===== config.mk =====
export PLATFORM = sky130hd
export DESIGN_NAME = bist_tpg
export DESIGN_NICKNAME = d
export VERILOG_FILES = /design/src/rtl/bist_pkg.sv /design/src/rtl/lfsr8.sv /design/src/rtl/bist_tpg.sv
export SDC_FILE = /design/constraint.sdc
export NUM_CORES = 1
export LEC_CHECK = 0
export ABC_AREA = 1
export CAP_MARGIN = 20
export CORE_MARGIN = 10
export CORE_UTILIZATION = 34
export CTS_CLUSTER_SIZE = 14
export DETAILED_ROUTE_END_ITERATION = 7
export GPL_ROUTABILITY_DRIVEN = 0
export HOLD_SLACK_MARGIN = 0.06
export PLACE_DENSITY = 0.69
export SETUP_SLACK_MARGIN = 0.1
export SYNTH_ARGS = -nofsm -noshare
export SYNTH_HDL_FRONTEND = slang
export SYNTH_SLANG_ARGS = --single-unit

===== constraint.sdc =====
create_clock -name CLK -period 1.8 [get_ports CLK]
set_input_delay 0.36 -clock CLK [delete_from_list [all_inputs] [get_ports CLK]]
set_output_delay 0.36 -clock CLK [all_outputs]
set_load 0.01 [all_outputs]

===== src/rtl/bist_pkg.sv =====
// bist_pkg: shared types and constants for the BIST pattern generator and its LFSR
package bist_pkg;

    localparam int LFSR_W = 8;
    localparam logic [LFSR_W-1:0] TAP_MASK = 8'hB8;
    localparam logic [LFSR_W-1:0] RESET_SEED = 8'h01;

    typedef enum logic [1:0] {
        IDLE,
        RUN,
        DONE
    } state_t;

    // One Fibonacci step of x^8+x^6+x^5+x^4+1, shifting left with feedback into bit 0
    function automatic logic [LFSR_W-1:0] lfsr_next(input logic [LFSR_W-1:0] q);
        return {q[LFSR_W-2:0], ^(q & TAP_MASK)};
    endfunction

endpackage


===== src/rtl/lfsr8.sv =====
// lfsr8: 8-bit maximal-length LFSR with synchronous load and step enable
module lfsr8
    import bist_pkg::*;
(
    input  logic              CLK,
    input  logic              RST_N,
    input  logic              load,
    input  logic              en,
    input  logic [LFSR_W-1:0] din,
    output logic [LFSR_W-1:0] q
);

    // Load wins over stepping; a zero seed is replaced so the register can never lock up
    always_ff @(posedge CLK or negedge RST_N) begin
        if (!RST_N)
            q <= RESET_SEED;
        else if (load)
            q <= (din == '0) ? RESET_SEED : din;
        else if (en)
            q <= lfsr_next(q);
    end

endmodule


===== src/rtl/bist_tpg.sv =====
// bist_tpg: BIST test pattern generator emitting a counted run of LFSR patterns
module bist_tpg
    import bist_pkg::*;
#(
    parameter int LFSR_W = 8,
    parameter int CNT_W  = 8
) (
    input  logic              CLK,
    input  logic              RST_N,
    input  logic [LFSR_W-1:0] seed,
    input  logic              seed_ld,
    input  logic [CNT_W-1:0]  n_pat,
    input  logic              start,
    input  logic              abort,
    output logic              e0,
    output logic              e1,
    output logic              e2,
    output logic              pat_valid,
    output logic              busy,
    output logic              done,
    output logic [LFSR_W-1:0] lfsr_q
);

    state_t           state;
    logic [CNT_W-1:0] cnt;
    logic [CNT_W-1:0] npat_q;
    logic             load;
    logic             step;

    assign load = (state == IDLE) && seed_ld;
    assign step = (state == RUN);
    assign e0   = lfsr_q[0];
    assign e1   = lfsr_q[1];
    assign e2   = lfsr_q[2];

    lfsr8 u_lfsr (
        .CLK   (CLK),
        .RST_N (RST_N),
        .load  (load),
        .en    (step),
        .din   (seed),
        .q     (lfsr_q)
    );

    // Run sequencing: counts emitted patterns and registers the status flags alongside the state
    always_ff @(posedge CLK or negedge RST_N) begin
        if (!RST_N) begin
            state     <= IDLE;
            cnt       <= '0;
            npat_q    <= '0;
            pat_valid <= 1'b0;
            busy      <= 1'b0;
            done      <= 1'b0;
        end else begin
            case (state)
                IDLE: if (start) begin
                    cnt       <= '0;
                    npat_q    <= n_pat;
                    state     <= (n_pat == '0) ? DONE : RUN;
                    pat_valid <= (n_pat != '0);
                    done      <= (n_pat == '0);
                    busy      <= 1'b1;
                end
                RUN: begin
                    cnt <= cnt + CNT_W'(1);
                    if (abort) begin
                        state     <= IDLE;
                        pat_valid <= 1'b0;
                        busy      <= 1'b0;
                    end else if (cnt == npat_q - CNT_W'(1)) begin
                        state     <= DONE;
                        pat_valid <= 1'b0;
                        done      <= 1'b1;
                    end
                end
                default: begin
                    state <= IDLE;
                    busy  <= 1'b0;
                    done  <= 1'b0;
                end
            endcase
        end
    end

endmodule


==> results.cfg <==
[sta]
hold_ws_ns = 0.455
grt_setup_unrepaired = yes
setup_tns_ns = 0
fmax_ghz = 0.597
fin_crit_sh_pct = 93.1
hold_viol = 0
worst_slack_ns = 0.124
tightest_slew_ns = 0.379
slew_violations = 0
setup_viol = 0
fin_skew_ns = 0.00501
timing.slew.headroom_pct = 74.7
fin_crit_ns = 1.68

[layout]
stdcell_area_mm2 = 0.00227
diodes = 0
area_growth_pct = 34.5
utilization_pct = 47.8
nets = 292
layout_commonest_cell = nand2_1
stdcell_count = 337
nFillCells = 488
drive_gt1_share_pct = 13.0
final_cell_mix = 68 x nand2_1, 32 x clkdlybuf4s50_1, 28 x dfrtp_1

[clock_network]
clockBufferDepth = 2
cts_hold_buf = 0
h-tree-depth = 2
cts-root-buf = clkbuf_8
insertion_delay_ns = 0.28
cts_tree = done
numClockSinks = 29
cts_made_buffers = 5
clk_pin_slew_worst_paths_ns = 0.07

[yosys]
synth_cell_types = 28
synth_largest_area_cell = dfrtp_1
ys_seq_elements = 29
netlist.area_leader.share_pct = 41.5
postSynthAreaPerCell_um2 = 7.44
synth-edff-count = 0
seq_area_frac_synth_pct = 43.1
synth_area_mm2 = 0.00169
synthCells = 227
async_flop_share_pct = 100
netlist_top_cells_area = dfrtp_1 42%, nand2_1 16%, inv_1 6.7%
yosysWarnings = 0
yosys_most_used_dff = dfrtp_1
synth.net_count = 250

[worst_setup_path]
critPathLaunchType = register
r2r_slack_ns = 0.12
setup.worst_path.start = npat_q[1]
crit_end = done
r2r.worst_path.cells = 15
critPathCaptureType = register
r2r-end = done
crit_arrival_ns = 1.85
r2r_start = npat_q[1]
cp.required_ns = 1.98
crit_type = register to register
path_max_fanout = 2

[die]
ioPinCount = 35
initial_core_util_pct = 35.5
core_mm2 = 0.00475
fp.dieArea_mm2 = 0.00818
die_w_um = 90.5
die_h_um = 90.5
rows = 25

[power_and_ir_drop]
power_density_mw_per_mm2 = 1800
p_int_mw = 2.39
p_sw_mw = 1.70
switching_share_pct = 41.6
peakVddDrop_v = 0.000860
totalPowerFinal_mw = 4.09
p_leak_nw = 1.04
combPwrFrac_pct = 53.6
pwr-share-seq_pct = 29.1
clkPwrFrac_pct = 17.3

[global_routing]
grt_usage_pct = 10.4
grt_pass1_vias = 1547
grt_max_degree = 30
overflow = 0
antenna_found_initial = 0
grt_pass1_wl_um = 7020

[routing]
first_iter_violations = 104
routed_wirelength_um = 4070
drc_errors = 0
dr.pass1.iters = 4
wl_per_cell_um = 12.1
avgViaCountPerCell = 4.60
num_vias = 1551
route.antenna.remaining_nets = 0

[job]
maxCapViolations = 0

[min_path]
hold_path_class = input port to asynchronous set/reset pin

[placed_design]
io_buffers = 34
place_ws_ns = 0.0543
hpwl_um = 3130
placed_area_mm2 = 0.00212
placed_cells = 327

[run_status]
status = finished clean
[worst max-delay path, cell delays in order, from the launching register on]
cell and delay (ns):
dfrtp_1 0.37, inv_2 0.06, ha_4 0.27, inv_2 0.03, nand2_1 0.05, nand2_1 0.04, nor2_1 0.08, nand2_1 0.06
nor2_1 0.10, nand2_1 0.06, nor2_1 0.10, nand2_1 0.10, nand2_1 0.09, nand3_1 0.07, nand2_1 0.06, nand2_1 0.04
[cell type report]
type                    instances  area, µm²  share of cell area (%)
multi-input cells             158        811                    35.7
flip-flops and latches         29        727                    32.0
repair buffers                 41        403                    17.7
inverters                      34        130                    5.73
clock buffers                   7       86.3                    3.80
well taps                      67       83.8                    3.69
clock inverters                 1       30.0                    1.32
[logic make-up (layout without fill, tap and decap cells)]
logic type	count (synthesis)	in the layout	share of synthesized area (%)
compound gates	31	31	11.6
xor+xnor	7	7	3.63
fa+ha+maj	2	2	1.48
buf+inv	40	83	10.4
flops	29	29	43.1
simple gates	118	118	29.9
[flip-flops by register name, summed over array words and instances (netlist names)]
signal and flops:
pat_valid 1, cnt 8, state 2, done 1, u_lfsr.q 8, busy 1
npat_q 8
[power by group through the flow]
stage	combinational (mW)	clock (mW)	sequential, mW
finish	2.19	0.707	1.19
global route	2.49	0.739	1.22
CTS	2.18	0.718	1.18
detailed placement	2.11	0	1.19
global placement	2.09	0	1.19
floorplan	1.39	0	1.20
[what timing repair did]
action,CTS,global route
pin swaps,5,4
resized for setup,8,3
endpoints found under the hold margin,0,0
endpoints found under the setup margin,5,4
buffers inserted,2,0
[metal layers]
| metal | up-vias | part of all wire (%) | wire length, µm | global-route usage, % |
|---|---|---|---|---|
| li1 | 806 | - | - | - |
| met1 | 697 | 49 | 2000 | 12.6 |
| met2 | 42 | 42 | 1720 | 15.6 |
| met3 | 6 | 7.3 | 296 | 4.49 |
| met4 | 0 | 1.4 | 55 | 4.38 |
| met5 | - | 0 | 0 | 0 |
[Yosys cell counts (all sizes together) (2+ instances only)]
| cell | count |
|---|---|
| a21oi | 6 |
| dfrtp | 28 |
| nor2 | 28 |
| o211ai | 2 |
| nand3 | 14 |
| ha | 2 |
| o221ai | 5 |
| xor2 | 2 |
| buf | 5 |
| xnor2 | 5 |
| nor3 | 5 |
| o21ai | 13 |
| o22ai | 2 |
| nand2 | 70 |
| inv | 34 |
[worst min-delay path by stage]
stage          slack [ns]         to  startpoint
6_report             0.46   state[0]       RST_N
5_1_grt              0.49   state[0]       RST_N
4_1_cts              0.46  pat_valid       RST_N
3_5_place_dp         0.47       done        done
3_3_place_gp         0.47       done        done
2_1_floorplan        0.06       busy       RST_N
(Power assumes the default switching activity.)
